[src/rtl/feed_dispenser.sv]
// Portion dispenser: runs the motor for POUR_CYCLES per portion, started by a count_enable
// rising edge or a periodic interval tick, and latches in LIMIT once MAX_PORTIONS are delivered.
module feed_dispenser #(
   parameter int unsigned POUR_CYCLES     = 50,
   parameter int unsigned INTERVAL_CYCLES = 1000,
   parameter int unsigned MAX_PORTIONS    = 15,
   parameter int unsigned CNT_W           = 16
) (
   input  logic       clock,
   input  logic       reset,
   input  logic       count_enable,
   input  logic       count_reset,
   input  logic       interval_enable,
   input  logic       interval_reset,
   output logic       motor_on,
   output logic       portion_done,
   output logic [3:0] portions,
   output logic       limit_reached,
   output logic       missed_tick
);

   typedef enum logic [1:0] {
      ST_IDLE  = 2'd0,
      ST_POUR  = 2'd1,
      ST_LIMIT = 2'd2
   } state_t;

   localparam logic [CNT_W-1:0] POUR_LAST = CNT_W'(POUR_CYCLES - 1);
   localparam logic [CNT_W-1:0] INT_LAST  = CNT_W'(INTERVAL_CYCLES - 1);
   localparam logic [3:0]       MAX_P     = 4'(MAX_PORTIONS);

   state_t           state_q, state_d;
   logic [CNT_W-1:0] pour_cnt_q, pour_cnt_d;
   logic [CNT_W-1:0] int_cnt_q, int_cnt_d;
   logic [3:0]       portions_q, portions_d;
   logic             ce_d_q, ce_d_d;
   logic             motor_on_q, motor_on_d;
   logic             portion_done_q, portion_done_d;
   logic             limit_reached_q, limit_reached_d;
   logic             missed_tick_q, missed_tick_d;

   logic ce_rise;
   logic tick;

   assign ce_rise = count_enable & ~ce_d_q;
   // interval_reset suppresses the tick in the same cycle it clears the timer
   assign tick    = interval_enable & ~interval_reset & (int_cnt_q == INT_LAST);

   always_comb begin
      state_d         = state_q;
      pour_cnt_d      = pour_cnt_q;
      int_cnt_d       = int_cnt_q;
      portions_d      = portions_q;
      ce_d_d          = count_enable;
      portion_done_d  = 1'b0;
      missed_tick_d   = 1'b0;

      if (interval_reset) begin
         int_cnt_d = '0;
      end else if (interval_enable && (state_q != ST_LIMIT)) begin
         int_cnt_d = tick ? '0 : int_cnt_q + CNT_W'(1);
      end

      if (count_reset) begin
         state_d    = ST_IDLE;
         pour_cnt_d = '0;
         portions_d = '0;
      end else begin
         case (state_q)
            ST_IDLE: begin
               if (portions_q >= MAX_P) begin
                  state_d = ST_LIMIT;
               end else if (ce_rise || tick) begin
                  state_d    = ST_POUR;
                  pour_cnt_d = '0;
               end
            end
            ST_POUR: begin
               // a tick arriving mid-pour is dropped, not queued
               missed_tick_d = tick;
               if (pour_cnt_q == POUR_LAST) begin
                  state_d        = ST_IDLE;
                  pour_cnt_d     = '0;
                  portion_done_d = 1'b1;
                  if (portions_q < MAX_P) begin
                     portions_d = portions_q + 4'd1;
                  end
               end else begin
                  pour_cnt_d = pour_cnt_q + CNT_W'(1);
               end
            end
            ST_LIMIT: begin
               state_d = ST_LIMIT;
            end
            default: begin
               state_d = ST_IDLE;
            end
         endcase
      end

      motor_on_d      = (state_d == ST_POUR);
      limit_reached_d = (state_d == ST_LIMIT);
   end

   always_ff @(posedge clock or posedge reset) begin
      if (reset) begin
         state_q         <= ST_IDLE;
         pour_cnt_q      <= '0;
         int_cnt_q       <= '0;
         portions_q      <= '0;
         ce_d_q          <= 1'b0;
         motor_on_q      <= 1'b0;
         portion_done_q  <= 1'b0;
         limit_reached_q <= 1'b0;
         missed_tick_q   <= 1'b0;
      end else begin
         state_q         <= state_d;
         pour_cnt_q      <= pour_cnt_d;
         int_cnt_q       <= int_cnt_d;
         portions_q      <= portions_d;
         ce_d_q          <= ce_d_d;
         motor_on_q      <= motor_on_d;
         portion_done_q  <= portion_done_d;
         limit_reached_q <= limit_reached_d;
         missed_tick_q   <= missed_tick_d;
      end
   end

   assign motor_on      = motor_on_q;
   assign portion_done  = portion_done_q;
   assign portions      = portions_q;
   assign limit_reached = limit_reached_q;
   assign missed_tick   = missed_tick_q;

endmodule

[config.mk]
export PLATFORM = sky130hd
export DESIGN_NAME = feed_dispenser
export DESIGN_NICKNAME = d
export VERILOG_FILES = /design/src/rtl/feed_dispenser.sv
export SDC_FILE = /design/constraint.sdc
export NUM_CORES = 1
export LEC_CHECK = 0
export CAP_MARGIN = 20
export CORE_ASPECT_RATIO = 1.75
export CORE_UTILIZATION = 54
export DETAILED_ROUTE_END_ITERATION = 6
export GPL_ROUTABILITY_DRIVEN = 0
export PLACE_DENSITY = 0.85
export SLEW_MARGIN = 20
export SYNTH_ARGS = -nofsm -noshare
export SYNTH_HDL_FRONTEND = slang
export SYNTH_SLANG_ARGS = --single-unit
[constraint.sdc]
create_clock -name clock -period 2.5 [get_ports clock]
set_input_delay 0.25 -clock clock [delete_from_list [all_inputs] [get_ports clock]]
set_output_delay 0.25 -clock clock [all_outputs]
set_load 0.03 [all_outputs]
# --- Word level (Yosys, flattened, before mapping) ---
# Index checks and enable logic that the tools add are counted.
word_totals:
  out_inout_bits: 8
  in_bits: 6
  wordCells: 60
  mem_bits_rw: 0
  romBits: 0
  n_memories: 0
  reg_bits: 43
  latchBits: 0
classes:
  div: 0
  n_eq_ne: 9
  bitwise: 5
  mul: 0
  add_sub_neg: 3
  muxes: 22
  reduce_logical: 10
  order_cmp: 2
  shifts: 0
ops:
  columns: ["operator", "n"]
  rows:
  - ["16-bit 2-to-1 mux", 7]
  - ["16-bit by 1-bit adder with 16-bit output, second input constant", 2]
  - ["16-bit case mux with 2 select lines", 1]
  - ["16-bit by 10-bit == test with 1-bit output, second input constant", 1]
  - ["16-bit by 6-bit == test with 1-bit output, second input constant", 1]
  - ["4-bit 2-to-1 mux", 4]
  - ["2-bit 2-to-1 mux", 4]
  - ["2-bit nonzero test", 4]
  - ["3-bit inequality test, second input constant", 2]
  - ["2-bit case mux with 3 select lines", 1]
  - ["3-bit AND reduction", 2]
  - ["1-bit 2-to-1 mux", 5]
  - ["4-bit by 1-bit adder with 4-bit output, second input constant", 1]
  - ["2-bit by 1-bit == test with 1-bit output, second input constant", 2]
  - ["2-bit == test, second input constant", 2]
  - ["4-bit greater-or-equal comparator, second input constant", 1]
  - ["4-bit less-than comparator, second input constant", 1]
  - ["1-bit AND", 3]
  - ["3-bit nonzero test", 1]
  - ["2-bit zero test", 1]
  - ["2-bit inequality test, second input constant", 1]
  - ["1-bit inverter", 2]
  - ["1-bit logical AND", 1]
  - ["1-bit logical OR", 1]

# --- Longest topological paths before layout ---
# Gate-level depths: netlist of run 1.
depth:
  depth_word: 9
  ltp_mapped: 8
  ltp_nobuf: 7

# --- Least setup slack after synthesis of run 1 ---
# OpenSTA, ideal clock, no wires.
synth_timing:
  path_type: "flip-flop to flip-flop"
  startpoint: "reg portions_q[0] (netlist: portions[0])"
  endpoint: "reg pour_cnt_q[11]"
  path_buffers: 1
  required_ps: 2374
  slack_ps: 581
  synth_period_minus_slack_ps: 1919
  stages_incl_launch_ff: 7
  setup_time_ps: 126
  arrival_time_ps: 1792
  path_cell_list: "dfrtp_1 > ha_1 > a41oi_1 > o22ai_1 > or2_0 > buf_2 > a221o_1"
synth_via:
  elab_chain_cells: 3
synth_rtl:
  columns: ["item", "line", "text"]
  rows:
  - ["start: declaration", "35", "logic [3:0] portions_q, portions_d;"]
  - ["start signal: assignment", "120", "portions_q <= portions_d;"]
  - ["4-bit greater-or-equal comparator", "71", "if (portions_q >= MAX_P) begin"]
  - ["3-bit inequality test (no source line)", null, null]
  - ["3-bit AND reduction (no source line)", null, null]
  - ["end signal: assignment", "118", "pour_cnt_q <= pour_cnt_d;"]
  - ["end: declaration", "33", "logic [CNT_W-1:0] pour_cnt_q, pour_cnt_d;"]
# No other way between the ends.
# A chain may end at the register's enable or synchronous reset.

# --- Final worst setup path of run 1 ---
layout_timing:
  startpoint: "reg int_cnt_q[0]"
  endpoint: "reg pour_cnt_q[5]"
layout_via:
  elab_chain_cells: 5
layout_rtl:
  columns: ["item", "line", "text"]
  rows:
  - ["start: declaration", "34", "logic [CNT_W-1:0] int_cnt_q, int_cnt_d;"]
  - ["start signal: assignment", "119", "int_cnt_q <= int_cnt_d;"]
  - ["16-bit by 10-bit == test with 1-bit output", "47", "assign tick = interval_enable & ~interval_reset & (int_cnt_q == INT_LAST);"]
  - ["1-bit AND", "47", null]
  - ["1-bit logical OR", "73", "end else if (ce_rise || tick) begin"]
  - ["3-bit inequality test (no source line)", null, null]
  - ["3-bit AND reduction (no source line)", null, null]
# No other way between the ends.

==> flow_summary_export.csv, run 1 <==
group,metric,value,unit
status,status,"finished, final reports clean",
die,start_util,56.00,%
synth,syn_avg_cell_area,9.513,sq um
clocking,cts_made_buffers,5,
hold_path,hp-class,"in2async",
sta,post-route-period-util,88.40,%
placement,io_buffer_count,13,
final_layout,drive_gt1_share,9.542,%
power,p_int,0.9355,mW
clocking,cts_tree,"yes",
synth,mappedNetlistArea,0.002302,sq mm
route,vias_per_cell,6.180,
sta,min_period,2.210,ns
grt,antenna_found_initial,0,
placement,post-dp-hpwl,3544,um
sta,clock_skew,0.008446,ns
route,drt-total-wl,5000,um
synth,ys.flop_type,"dfrtp_1",
grt,track_usage,24.08,%
setup_path,cp_data_required_time,2.68,ns
die,die_x,51.36,um
synth,synth-edff-count,0,
die,pin_count,14,
power,clkPwrFrac,35.2,%
die,die_h,88.38,um
final_layout,nets,271,
clocking,cts_setup_buffers,0,
setup_path,slowest_stage,"or2_0",
final_layout,fill_cells,366,
grt,grt_max_degree,32,
synth,synthCells,242,
setup_path,arrival,2.39,ns
sta,finalSetupViolCount,0,
route,drc,0,
flow_run,maxCapViolations,0,
clocking,h-tree-depth,2,
die,coreArea,0.004111,sq mm
synth,seq_area_frac_synth,46.74,%
final_layout,utilization,62.90,%
synth,async_flop_share,100.0,%
route,drtAntennaViolNets,0,
setup_path,critical_path_class,"reg2reg",
route,drtIter0Drc,68,
sta,finalHoldViolations,0,
setup_path,critPathMaxStageDelay,0.46,ns
route,wl_per_cell,16.08,um
placement,place_area,0.002501,sq mm
power,pwr-share-comb,7.7,%
power,power_frac_seq,57.2,%
clocking,clock-sinks,43,
synth,syn_nets,252,
grt,grt_pass1_wl,8121,um
clocking,ctsHoldBuffers,0,
die,dieArea,0.004539,sq mm
setup_path,crit_chain,"ha_1 -> nand2_2 -> nor4_1 -> o22ai_1 -> or2_0 -> a221o_1",
sta,fmax,452.5,MHz
setup_path,crit_family,"simple AND/OR/NAND/NOR gates",
setup_path,cp_max_fo,10,
final_layout,fin_area,0.002586,sq mm
sta,rsz0062_at_grt,"false",
clocking,cts_resized,0,
power,ir_drop,360.0,uV
power,p_switching,0.3284,mW
sta,setup_tns,0,ns
synth,ys_seq_elements,43,
power,p_leak,1.109,nW
clocking,ctsRootBufferMaster,"clkbuf_8",
die,num_rows,31,
clocking,clk_latency,0.30,ns
final_layout,area_growth,12.34,%
clocking,clock_path_buffers,2,
synth,synth_cell_types,48,
sta,slew_viol_final,0,
final_layout,diodes,0,
route,dr.pass1.iters,4,
synth,ys_warn_count,0,
grt,grt_pass1_vias,1767,
setup_path,setup.worst_path.end_class,"flop",
sta,worst_slew_pin_slew,0.6411,ns
power,swShare,25.98,%
power,powerDensity,488.7,mW/mm^2
setup_path,worstSetupStartpointType,"flop",
clocking,cts.clk_slew.worst_paths,0.08,ns
grt,overflow,0,
sta,slew_headroom,57.26,%
setup_path,cp_num_buf_inv,0,
route,vias,1922,
## layout by cell type (no fill, tap or decap), types with 2 or more instances in the layout
master           instances
a31oi_1                  2
inv_1                    2
and4_1                   3
nor4_1                  11
clkbuf_8                 5
nor3b_1                  2
ha_1                     4
xor2_1                   3
clkdlybuf4s50_1         13
nor2_1                  31
or3_1                    6
a21oi_1                  7
a21o_1                   4
nand2_1                 17
a31o_2                   2
nor2b_1                  2
nand2b_1                 4
xnor2_1                 13
a221o_1                  5
a211o_1                  2
and3_1                   7
nor3_1                  12
buf_4                    6
nand3_1                 14
o21ai_0                  7
o22ai_1                  2
dfrtp_1                 43
nand4_1                  9
## per-layer routing
metal / wire (um) / global-route usage, % / part of all wire, %
met2: 2711 / 44.86 / 54
met1: 2005 / 26.06 / 40
met5: 0 / 0 / 0
met3: 145 / 3.952 / 2.9
met4: 138 / 10.81 / 2.8
## path summary, 6_finish.rpt
| kind | start | to | slack, ns | cells past startpoint |
|---|---|---|---|---|
| setup reg to reg | int_cnt_q[0]$_DFFE_PP0P_ | pour_cnt_q[5]$_DFFE_PP0P_ | 0.29 | 6 |
| hold reg to reg | int_cnt_q[9]$_DFFE_PP0P_ | int_cnt_q[9]$_DFFE_PP0P_ | 0.56 | 2 |
| min in group clock | count_enable | ce_d_q$_DFF_PP0_ | 0.43 | 1 |
| hold / removal | reset | pour_cnt_q[10]$_DFFE_PP0P_ | 0.21 | 2 |
| max in group asynchronous | reset | portions[0]$_DFFE_PP0P_ | 1.58 | 3 |
| setup / recovery | int_cnt_q[0]$_DFFE_PP0P_ | pour_cnt_q[5]$_DFFE_PP0P_ | 0.29 | 6 |
## final cells by class
cell class	count	area, sq um	area share (%)
clock buffers	6	72.57	2.806
clock inverters	2	12.51	0.4838
inverters	4	15.01	0.5806
multi-input cells	188	1174	45.38
flip-flops and latches	43	1076	41.61
well taps	49	61.31	2.371
repair buffers	19	175.2	6.773
## metrics by stage
| step | instances | worst slack (ns) | power (mW) | hold WS, ns |
|---|---|---|---|---|
| 2_1_floorplan | 242 | 0.5815 | 0.7982 | 0.2814 |
| 3_3_place_gp | 303 | 0.3183 | 0.8316 | 0.5217 |
| 3_5_place_dp | 303 | 0.3060 | 0.8337 | 0.5416 |
| 4_1_cts | 311 | 0.3052 | 1.272 | 0.2224 |
| 5_1_grt | 311 | 0.09413 | 1.304 | 0.2662 |
| 6_report | 311 | 0.2899 | 1.264 | 0.2113 |
## Yosys cell counts (2+ instances only)
| cell type | count | area (sq um) |
|---|---|---|
| dfrtp_1 | 43 | 1076 |
| nor2_1 | 31 | 116.4 |
| nand2_1 | 17 | 63.81 |
| nand3_1 | 14 | 70.07 |
| xnor2_1 | 13 | 113.9 |
| nor3_1 | 12 | 60.06 |
| nor4_1 | 11 | 68.82 |
| nand4_1 | 9 | 56.30 |
| a21oi_1 | 7 | 35.03 |
| and3_1 | 7 | 43.79 |
| o21ai_0 | 7 | 35.03 |
| or3_1 | 6 | 37.54 |
| a221o_1 | 5 | 50.05 |
| a21o_1 | 4 | 30.03 |
| ha_1 | 4 | 50.05 |
| nand2b_1 | 4 | 25.02 |
| and4_1 | 3 | 26.28 |
| buf_2 | 3 | 15.01 |
| clkbuf_1 | 3 | 11.26 |
| inv_1 | 3 | 11.26 |
| xor2_1 | 3 | 26.28 |
| a211o_1 | 2 | 17.52 |
| a31o_2 | 2 | 17.52 |
| a31oi_1 | 2 | 12.51 |
| nor2b_1 | 2 | 12.51 |
| nor3b_1 | 2 | 15.01 |
| o22ai_1 | 2 | 12.51 |
## registers in the layout (all words and copies together), names as in the netlist
signal         count
missed_tick        1
ce_d_q             1
portion_done       1
portions           4
motor_on           1
int_cnt_q         16
limit_reached      1
pour_cnt_q        16
state_q            2
## power by group through the flow
stage / registers, mW / logic [mW] / clock network [mW]
2_1_floorplan: 0.735 / 0.0632 / 0
3_3_place_gp: 0.736 / 0.0957 / 0
3_5_place_dp: 0.736 / 0.0979 / 0
4_1_cts: 0.722 / 0.0983 / 0.452
5_1_grt: 0.724 / 0.108 / 0.472
6_report: 0.723 / 0.0970 / 0.444
## kinds of logic (layout without fill, tap and decap cells)
family / after synthesis / in the layout / share of synthesized area [%]
AOI/OAI and AO/OA: 36 / 36 / 11.41
xor gates and xnor gates: 16 / 16 / 6.087
adders and majority gates: 4 / 4 / 2.174
buffers and inverters: 11 / 31 / 2.282
DFF: 43 / 43 / 46.74
muxes: 2 / 2 / 0.9239
and+or+nand+nor: 130 / 130 / 30.38
(Power assumes the default switching activity.)
==> inputs of run 2 (changes only) <==
SKIP_CTS_REPAIR_TIMING = 1   (was default)
SLEW_MARGIN = default   (was 20)
==> results of run 2 <==
Final layout, timing and power as in run 1 (identical DEF).
==> inputs of run 3 (changes only) <==
CAP_MARGIN = default   (was 20)
CORE_MARGIN = 1.5   (was default)
CTS_BUF_LIST = sky130_fd_sc_hd__clkbuf_4 sky130_fd_sc_hd__clkbuf_8 sky130_fd_sc_hd__clkbuf_16   (was default)
==> run 3 against run 2 <==
  * Via count rose by 0.42%
  * Flip-flop and latch count did not move
  * Highest routed layer unchanged
  * Sequential share of layout area fell by 0.93 points
==> flow_summary_export.csv, run 3 (synthesis gave the netlist of run 1 again) <==
group,metric,value,unit
status,status,"finished, final reports clean",
setup_path,cp-endpoint,"pour_cnt_q[5]$_DFFE_PP0P_",
die,die_x,52.36,um
sta,min_period,2.211,ns
die,die_h,89.38,um
grt,overflow,0,
hold_path,hp-class,"in2async",
final_layout,drive_gt1_share,10.27,%
die,coreArea,0.004111,sq mm
sta,rsz0062_at_grt,"false",
setup_path,critical_path_class,"reg2reg",
grt,grt_pass1_wl,8383,um
grt,track_usage,24.15,%
setup_path,r2r-start,"int_cnt_q[0]$_DFFE_PP0P_",
clocking,ctsRootBufferMaster,"clkbuf_8",
setup_path,rrSetupSlack,0.29,ns
final_layout,final_cell_mix,"43 x dfrtp_1, 31 x nor2_1, 17 x nand2_1",
route,drtIter0Drc,77,
sta,setup_tns,0,ns
final_layout,multi_input_area,0.001174,sq mm
clocking,clock_path_buffers,2,
final_layout,area_growth,14.89,%
clocking,cts_made_buffers,5,
setup_path,setup.worst_path.end_class,"flop",
final_layout,diodes,0,
setup_path,cp_data_required_time,2.68,ns
power,powerDensity,556.9,mW/mm^2
sta,slew_viol_final,0,
sta,post-route-period-util,88.45,%
setup_path,startpoint,"int_cnt_q[0]$_DFFE_PP0P_",
route,wl_per_cell,16.11,um
route,drtAntennaViolNets,0,
final_layout,nets,272,
clocking,cts.clk_slew.worst_paths,0.08,ns
power,ir_drop,735.3,uV
route,dr.pass1.iters,6,
route,drt-total-wl,5027,um
setup_path,arrival,2.39,ns
clocking,h-tree-depth,2,
power,p_leak,1.142,nW
sta,clock_skew,0.008487,ns
clocking,cts_tree,"yes",
die,num_rows,31,
final_layout,layout_commonest_cell,"dfrtp_1",
route,vias_per_cell,6.186,
final_layout,fill_cells,334,
placement,post-dp-hpwl,3701,um
grt,antenna_found_initial,0,
setup_path,cp_num_buf_inv,0,
sta,fmax,452.2,MHz
setup_path,critPathMaxStageDelay,0.44,ns
die,pin_count,14,
setup_path,cp_max_fo,10,
setup_path,worstRegToRegCells,6,
sta,finalHoldViolations,0,
grt,grt_pass1_vias,1878,
placement,dp.cells,304,
final_layout,register_area,0.001076,sq mm
final_layout,fin_cells,312,
setup_path,crit_chain,"ha_1 -> nand2_2 -> nor4_1 -> o22ai_1 -> or2_0 -> a221o_1",
die,dieArea,0.004679,sq mm
sta,worst_slew_pin_slew,0.6050,ns
die,start_util,56.00,%
route,vias,1930,
final_layout,utilization,64.33,%
setup_path,crit_family,"simple AND/OR/NAND/NOR gates",
clocking,clock-sinks,43,
sta,finalSetupViolCount,0,
sta,slew_headroom,59.66,%
setup_path,slowest_stage,"or2_0",
setup_path,crit_cells,6,
setup_path,r2r_end,"pour_cnt_q[5]$_DFFE_PP0P_",
grt,grt_max_degree,18,
placement,io_buffer_count,13,
setup_path,worstSetupStartpointType,"flop",
clocking,clk_latency,0.30,ns
flow_run,maxCapViolations,0,
route,drc,0,
[run 3: cell types whose count changed in the layout (fill, tap and decap cells not counted)]
cell / change
clkbuf_4: +1
clkinv_2: -1
buf_4: +1
clkbuf_1: -1
clkinvlp_4: -1
bufinv_16: +2
[run 3: worst min path at each step]
stage | start | endpoint | slack, ns | depth (start not counted)
3_3_place_gp | reset | pour_cnt_q[8]$_DFFE_PP0P_ | 0.53 | 2
6_report | reset | pour_cnt_q[8]$_DFFE_PP0P_ | 0.20 | 2
2_1_floorplan | count_enable | ce_d_q$_DFF_PP0_ | 0.28 | 0
4_1_cts | reset | int_cnt_q[9]$_DFFE_PP0P_ | 0.22 | 2
3_5_place_dp | reset | pour_cnt_q[8]$_DFFE_PP0P_ | 0.54 | 2
5_1_grt | reset | int_cnt_q[10]$_DFFE_PP0P_ | 0.24 | 2
[run 3: layout make-up]
cell class	instances	area share [%]
inverters	4	0.5676
multi-input cells	188	44.37
clock buffers	6	2.886
well taps	49	2.318
clock inverters	2	2.271
repair buffers	20	6.906
flip-flops and latches	43	40.68
[run 3: stage by stage]
| step | total power [mW] | hold slack (ns) | area [sq um] | setup WS [ns] |
|---|---|---|---|---|
| after global routing | 1.526 | 0.2368 | 2645 | 0.09407 |
| after CTS | 1.488 | 0.2177 | 2645 | 0.2597 |
| after floorplan | 0.7982 | 0.2814 | 2302 | 0.5815 |
| after global placement | 0.8319 | 0.5303 | 2509 | 0.3551 |
| after detailed placement | 0.8348 | 0.5390 | 2509 | 0.2957 |
| final | 1.473 | 0.1968 | 2645 | 0.2887 |
[run 3: metal layers]
metal  GRT usage, %  wire length (um)
met5              0                 0
met4          10.96               110
met3          4.515               151
met2          44.66              2777
met1          25.66              1988
[run 3: report_power, final]
part / switching [mW] / internal [mW]
Clock: 0.243 / 0.410
Sequential: 0.0158 / 0.706
Combinational: 0.0634 / 0.0347
Total: 0.322 / 1.15
